File: src/rtl/mem_wb_stage_pkg.sv
// Shared types for the MEM->WB stage: data/register widths, write-back
// source and load type encodings, and the WB stage state encoding.
package mem_wb_stage_pkg;

    typedef logic [31:0] DType;
    typedef logic [4:0]  Gr;

    typedef enum logic [1:0] {
        WB_ALU = 2'd0,
        WB_MEM = 2'd1,
        WB_PC4 = 2'd2
    } WbSrc;

    typedef enum logic [2:0] {
        LD_B  = 3'd0,
        LD_H  = 3'd1,
        LD_W  = 3'd2,
        LD_BU = 3'd3,
        LD_HU = 3'd4
    } LdType;

    typedef enum logic [1:0] {
        WB_IDLE  = 2'd0,
        WB_RUN   = 2'd1,
        WB_WAIT  = 2'd2,
        WB_DRAIN = 2'd3
    } wb_state_t;

    localparam DType PC_STEP = 32'd4;

endpackage

File: src/rtl/mem_wb_stage_load_align.sv
// Load data alignment: picks the byte/half addressed by addr out of the raw
// SRAM word and sign- or zero-extends it. Misaligned half/word accesses are
// trapped upstream, so addr[0] is ignored for halves and addr for words.
module mem_wb_stage_load_align
    import mem_wb_stage_pkg::*;
(
    input  DType       rdata,
    input  logic [1:0] addr,
    input  LdType      load_type,
    output DType       load_data
);

    logic [7:0]  byte_val;
    logic [15:0] half_val;

    // Select the addressed lane, then extend according to the load type.
    always_comb begin
        byte_val  = rdata[{addr, 3'b000} +: 8];
        half_val  = addr[1] ? rdata[31:16] : rdata[15:0];
        load_data = rdata;
        unique case (load_type)
            LD_B:    load_data = {{24{byte_val[7]}}, byte_val};
            LD_BU:   load_data = {24'h0, byte_val};
            LD_H:    load_data = {{16{half_val[15]}}, half_val};
            LD_HU:   load_data = {16'h0, half_val};
            default: load_data = rdata;
        endcase
    end

endmodule

File: src/rtl/mem_wb_stage.sv
// MEM->WB pipeline register and write-back select. Holds a load until its
// SRAM response arrives (or uses a response that arrived in the load cycle),
// and absorbs the response still owed by a flushed load before accepting
// new work.
//
// state    | meaning
// WB_IDLE  | no valid instruction
// WB_RUN   | valid; non-load, or load whose data is buffered
// WB_WAIT  | valid load, response pending
// WB_DRAIN | load killed by flush, response still owed
module mem_wb_stage
    import mem_wb_stage_pkg::*;
#(
    parameter logic LOAD_BUF_EN = 1'b1
) (
    input  logic        clk,
    input  logic        rst,
    input  logic        flush,
    input  logic        mem_valid,
    output logic        wb_allowin,
    input  logic        regWriteEn_mem,
    input  Gr           rd_no_mem,
    input  DType        aluout,
    input  WbSrc        wbSrc_mem,
    input  LdType       loadType_mem,
    input  DType        pc_mem,
    input  logic        data_rdata_valid,
    input  DType        data_rdata,
    output logic        regWriteEn_wb,
    output Gr           rd_no_wb,
    output DType        regWriteData,
    output DType        debug_wb_pc,
    output logic [3:0]  debug_wb_rf_we
);

    wb_state_t state;
    DType      aluout_r;
    DType      pc_r;
    DType      buf_data;
    Gr         rd_no_r;
    logic      reg_we_r;
    WbSrc      wbsrc_r;
    LdType     ldtype_r;
    logic      buf_valid;

    logic      wb_valid;
    logic      load_ready;
    logic      wb_ready_go;
    logic      load_en;
    logic      early_rsp;
    DType      load_word;
    DType      load_data;

    // Handshake: a load is ready once its data is buffered or arrives while
    // waiting. DRAIN blocks new work until the owed response is absorbed.
    always_comb begin
        wb_valid    = (state == WB_RUN) || (state == WB_WAIT);
        load_ready  = buf_valid || ((state == WB_WAIT) && data_rdata_valid);
        wb_ready_go = (wbsrc_r != WB_MEM) || load_ready;
        wb_allowin  = (state != WB_DRAIN) && (!wb_valid || wb_ready_go);
        load_en     = mem_valid && wb_allowin && !flush;
        // A response during WAIT belongs to the waiting load, never to the
        // instruction entering behind it.
        early_rsp   = LOAD_BUF_EN && load_en && (wbSrc_mem == WB_MEM) &&
                      data_rdata_valid && (state != WB_WAIT);
        load_word   = buf_valid ? buf_data : data_rdata;
    end

    mem_wb_stage_load_align u_load_align (
        .rdata     (load_word),
        .addr      (aluout_r[1:0]),
        .load_type (ldtype_r),
        .load_data (load_data)
    );

    // Write-back source select and regfile strobe.
    always_comb begin
        unique case (wbsrc_r)
            WB_MEM:  regWriteData = load_data;
            WB_PC4:  regWriteData = pc_r + PC_STEP;
            default: regWriteData = aluout_r;
        endcase
        regWriteEn_wb  = wb_valid && wb_ready_go && reg_we_r &&
                         (rd_no_r != '0) && !flush;
        rd_no_wb       = rd_no_r;
        debug_wb_pc    = pc_r;
        debug_wb_rf_we = {4{regWriteEn_wb}};
    end

    // Stage FSM and pipeline registers.
    always_ff @(posedge clk or posedge rst) begin
        if (rst) begin
            state     <= WB_IDLE;
            aluout_r  <= '0;
            pc_r      <= '0;
            buf_data  <= '0;
            rd_no_r   <= '0;
            reg_we_r  <= 1'b0;
            wbsrc_r   <= WB_ALU;
            ldtype_r  <= LD_B;
            buf_valid <= 1'b0;
        end else if (flush) begin
            buf_valid <= 1'b0;
            if ((state == WB_WAIT || state == WB_DRAIN) && !data_rdata_valid) begin
                state <= WB_DRAIN;
            end else begin
                state <= WB_IDLE;
            end
        end else if (load_en) begin
            aluout_r  <= aluout;
            pc_r      <= pc_mem;
            rd_no_r   <= rd_no_mem;
            reg_we_r  <= regWriteEn_mem;
            wbsrc_r   <= wbSrc_mem;
            ldtype_r  <= loadType_mem;
            buf_valid <= early_rsp;
            buf_data  <= data_rdata;
            if (wbSrc_mem != WB_MEM || early_rsp) begin
                state <= WB_RUN;
            end else begin
                state <= WB_WAIT;
            end
        end else if (state == WB_DRAIN) begin
            if (data_rdata_valid) begin
                state <= WB_IDLE;
            end
        end else if (wb_valid && wb_ready_go) begin
            buf_valid <= 1'b0;
            state     <= WB_IDLE;
        end
    end

endmodule

File: config.mk
export PLATFORM = sky130hd
export DESIGN_NAME = mem_wb_stage
export DESIGN_NICKNAME = d
export VERILOG_FILES = /design/src/rtl/mem_wb_stage_pkg.sv /design/src/rtl/mem_wb_stage_load_align.sv /design/src/rtl/mem_wb_stage.sv
export SDC_FILE = /design/constraint.sdc
export NUM_CORES = 1
export LEC_CHECK = 0
export BUFFER_PORTS_ARGS = -buffer_cell sky130_fd_sc_hd__buf_2
export CAP_MARGIN = 20
export CORE_AREA = 4 4 112 114
export CTS_CLUSTER_DIAMETER = 150
export DETAILED_ROUTE_END_ITERATION = 16
export DIE_AREA = 0 0 116 118
export GPL_TIMING_DRIVEN = 0
export PLACE_DENSITY = 0.86
export RECOVER_POWER = 50
export SLEW_MARGIN = 20
export SYNTH_ARGS = -nofsm -noshare
export SYNTH_HDL_FRONTEND = slang
export SYNTH_SLANG_ARGS = --single-unit
File: constraint.sdc
create_clock -name clk -period 10.14 [get_ports clk]
set_clock_uncertainty 0.1 [all_clocks]
set_input_delay 1.014 -clock clk [delete_from_list [all_inputs] [get_ports clk]]
set_output_delay 1.014 -clock clk [all_outputs]
set_load 0.05 [all_outputs]
== After elaboration in Yosys (flattened, before gate mapping) ==
Index checks and enable logic that the tools add are counted.

* Register bits: 110
* Bits of input ports: 112
* Output and inout bits: 75
* Logic and storage cells: 70

* Add/sub/neg operators: 1
* Eq/ne operators: 15
* Shift operators: 1
* Mux-type cells: 15
* Bitwise operators: 1
* Reductions and logical operators: 28

{| class="wikitable"
|+ Operators by type and width
! cell !! count
|-
| $pmux W32 S4 || 1
|-
| $pmux W32 S2 || 1
|-
| $add A32 B3 Y32 const B || 1
|-
| $mux W32 || 1
|-
| $shiftx A32 B6 Y8 || 1
|-
| $mux W16 || 1
|-
| $mux W2 || 7
|-
| $logic_and A1 B1 Y1 || 12
|-
| $eq A2 B1 Y1 const B || 3
|-
| $eq A2 B2 Y1 const B || 3
|-
| $logic_or A1 B1 Y1 || 6
|-
| $reduce_and A2 Y1 || 3
|-
| $reduce_bool A5 Y1 || 1
|-
| $mux W1 || 4
|-
| $ne A2 B1 Y1 const B || 2
|-
| $ne A2 B2 Y1 const B || 2
|-
| $ne A4 B4 Y1 const B || 1
|-
| $reduce_bool A4 Y1 || 1
|-
| $eq A3 B1 Y1 const B || 1
|-
| $eq A3 B2 Y1 const B || 1
|-
| $eq A3 B3 Y1 const B || 1
|-
| $logic_not A1 Y1 || 3
|-
| $logic_not A3 Y1 || 1
|-
| $ne A3 B3 Y1 const B || 1
|-
| other kinds (2) || 2
|}

== Depth between registers and ports, before layout ==
* Depth after elaboration: 15
* Gate-level depth with buffers: 10
* Depth with buffers taken out: 7

== Modules after synthesis ==
From an unflattened synthesis, not the netlist that was laid out.

* Cells, all modules: 598
* Area, all modules: 6535.0 um^2

{| class="wikitable"
|+ By module, submodules not included
! module !! instances !! cells each !! area each (um^2) !! seq. area each (um^2)
|-
| mem_wb_stage || 1 || 497 || 5821.8 || 2752.6
|-
| mem_wb_stage_load_align || 1 || 101 || 713.2 || 0.0
|}

== Least setup slack after synthesis ==
No wires, ideal clock.

* Path kind: input -> output
* From: input flush
* To: output debug_wb_rf_we[0]
* Arrival time: 2.783 ns
* Required time: 9.026 ns
* Slack: 6.243 ns
* Stages on the path: 4
* Buffers on the path: 1
* Cell sequence: nor2_1 -> nand2_1 -> nor3_1 -> buf_4

* Longest elaborated chain between the ends: 2

{| class="wikitable"
|+ RTL lines
! what !! line !! text
|-
| from (decl) || mem_wb_stage.sv:18 || <nowiki>input logic flush,</nowiki>
|-
| $logic_not A1 Y1 || mem_wb_stage.sv:84 || <nowiki>(rd_no_r != '0) && !flush;</nowiki>
|-
| $logic_and A1 B1 Y1 || mem_wb_stage.sv:84 ||
|-
| to (decl) || mem_wb_stage.sv:33 || <nowiki>output logic [3:0] debug_wb_rf_we</nowiki>
|}

No other way between the ends.

==> flow_summary.ini <==
[worst_setup_path]
max_stage_delay_ns = 2.46
reg2reg_slack_ns = 6.79
worstReg2RegEnd = wbsrc_r[0]$_DFFE_PP0P_
critPathCapture = rd_no_wb[1]$_DFFE_PP0P_
crit_path_end_kind = asynchronous set/reset pin
reg2regPathDepth = 10
cp_num_cells = 3
path_buf_inv = 3
required_ns = 9.74
path_max_fanout = 64
arrival_ns = 4.88
critPathKind = in -> async
cp_cell_sequence = buf_2 -> clkinvlp_2 -> clkbuf_1
r2r_start = wbsrc_r[1]$_DFFE_PP0P_
critPathLaunch = rst
path_delay_family = buffers and inverters
critPathLaunchType = input pin
slowest_stage = clkbuf_1

[timing]
drv_slew = 113
hold_viol_final = 0
rsz0062_at_grt = false
max_freq_mhz = 189
fin_crit_ns = 5.28
slew_headroom = -1.26
tightest_slew_ns = 3.38
finalSetupTns_ns = 0
post-route-period-util = 0.521
setup_viol_count_final = 0

[synthesis]
synth_top_family_by_area = multiplexers
ys_seq_elements = 110
yosysSeqAreaShare = 0.424
synth_mux_area_frac = 0.251
synth_fa_ha_area_frac = 0.00963
synth-edff-count = 0
async_reset_ff_frac = 1.00
synth_top_area_cell = dfrtp_1
synth_ff_type = dfrtp_1
synth_area_um2 = 6500
synthTopCellsByArea = dfrtp_1 (42%), mux2_2 (17%), mux2i_1 (4.6%)
synth_compound_area_frac = 0.126
synth_top_area_frac = 0.424
postSynthCellCount = 594
post_synth_xor_area_fraction = 0.0364
ys_types = 51
syn_nets = 711
yosys.area_share.simple = 0.111
synth.avg_cell_area_um2 = 10.9
yosysWarnings = 0

[pwr]
pwr-share-clk = 0.188
ir_worst_vdd_mv = 0.190
p_comb_frac = 0.474
finalPower_mw = 1.79
p_seq_frac = 0.338
p_int_uw = 945
p_per_area_nw_per_um2 = 229
sw_frac_of_total = 0.473
leakagePower_nw = 3.32
power_switching_uw = 850

[clocking]
cts_root_buf = clkbuf_16
hold_buffers = 0
cts_sinks = 110
cts_resized = 0
clkLatencyLatePin_ns = 0.36
post_cts_buffers = 0
cts_tree = yes
clkTransAtPathRegs_ns = 0.07
h-tree-depth = 3
clock_path_buffers = 2
numCtsBuffers = 9

[placed_design]
dp.cells = 924
port_buffers = 186
gp_congestion = 0.945
dp_hpwl_um = 16100

[routing]
drcViolationCount = 0
vias = 5839
routed_wl_um = 20800
drtIter0Drc = 469
via_per_inst = 6.21
postRouteAntennaNets = 0
wl_per_cell_um = 22.1
first_pass_iters = 8

[global_route]
grt_max_degree = 65
grt_pass1_wl_um = 32200
grt-ovfl-total = 0
track_usage = 0.307
antenna_found_initial = 0
grt_pass1_vias = 5916

[floorplan]
dieArea_um2 = 13700
core-area_um2 = 11400
die_h_um = 118
start_util = 0.569
num_rows = 39
io_pins = 187
die_width_um = 116

[hold_path]
hold_path_class = reg -> reg

[finish]
fillers = 924
mostFrequentLayoutCells = buf_2 (172), dfrtp_1 (110), mux2_2 (100), clkbuf_1 (51), nand2_1 (43)
syn_to_final_growth_pct = 20.5
mostFrequentLayoutCell = buf_2
drive_above_1_share = 0.393
n_antenna_cell = 0
nets = 909
stdcell_count = 940

[status]
outcome = finished, violations left
violations = max-capacitance violations, max-slew violations

[job]
cap_violations = 2
[stage by stage]
stage / utilization / cell area, um^2 / worst slack (ns) / hold slack [ns]
after floorplan: - / 6500 / 6.12 / 0.372
after global placement: 0.666 / 7610 / 4.99 / 0.384
after detailed placement: 0.669 / 7640 / 6.19 / 0.393
after CTS: 0.693 / 7920 / 6.12 / 0.412
after global routing: 0.686 / 7830 / 3.90 / 0.430
final: 0.686 / 7830 / 4.86 / 0.409
[kinds of logic (layout without fill, tap and decap cells)]
logic type               count (synthesis)  in the layout
XOR/XNOR                                27             27
buffers and inverters                   60            263
flip-flops                             110            110
AND/OR/NAND/NOR                        134            134
AO/OA/AOI/OAI                          119            119
multiplexers                           139            139
adder cells (fa/ha/maj)                  5              5
[state kept, by name, indices dropped and copies added (netlist names)]
register and flops:
aluout_r 32, buf_data 32, wbsrc_r 2, reg_we_r 1, buf_valid 1, ldtype_r 3
rd_no_wb 5, debug_wb_pc 32, state 2
[synthesized netlist by cell type (3+ instances only)]
cell type  number
and3_1          3
and4_1          6
nand2_1        43
o211ai_1        6
clkbuf_1       16
nor2b_1         8
o31ai_1         4
xnor2_1        24
buf_4           8
nor2_1         20
dfrtp_1       110
ha_1            5
a21oi_1        29
nand4_1         8
nand3_1        18
a22oi_1        12
buf_2          18
xor2_1          3
nor3_1         11
mux2i_1        30
inv_1          16
a221oi_1       11
o21ai_0        30
a221o_1         9
mux4_2          9
mux2_2        100
nand2b_1        3
[area by class of cell]
type,instances,area (um^2),share of cell area
plain buffers,43,213,0.0272
well taps,143,179,0.0229
multi-input cells,424,3450,0.440
inverters,17,65.1,0.00831
flip-flops and latches,110,2750,0.352
clock inverters,6,47.5,0.00607
repair buffers,187,896,0.114
clock buffers,10,229,0.0293
[worst min-delay path by stage]
stage,start,end,depth (start not counted)
after floorplan,aluout_r[27]$_DFFE_PP0P_,aluout_r[27]$_DFFE_PP0P_,1
after global placement,buf_data[20]$_DFFE_PP0P_,buf_data[20]$_DFFE_PP0P_,1
after detailed placement,buf_data[6]$_DFFE_PP0P_,buf_data[6]$_DFFE_PP0P_,1
after CTS,buf_data[5]$_DFFE_PP0P_,buf_data[5]$_DFFE_PP0P_,1
after global routing,buf_data[17]$_DFFE_PP0P_,buf_data[17]$_DFFE_PP0P_,1
final,buf_data[20]$_DFFE_PP0P_,buf_data[20]$_DFFE_PP0P_,1
[power by group through the flow]
stage / Clock, mW / Combinational, mW / Sequential, mW
6_report: 0.337 / 0.851 / 0.606
5_1_grt: 0.362 / 0.898 / 0.619
4_1_cts: 0.342 / 0.860 / 0.603
3_5_place_dp: 0 / 0.855 / 0.610
3_3_place_gp: 0 / 0.841 / 0.603
2_1_floorplan: 0 / 0.534 / 0.694
[layer usage]
metal  vias up  track usage  wire length [um]
li1       2607            -                 -
met5         -            0                 0
met3        51       0.0925              1930
met1      2872        0.396              8120
met2       309        0.501             10200
met4         0       0.0848               498
Note: power is estimated with default switching activity, not from simulation.
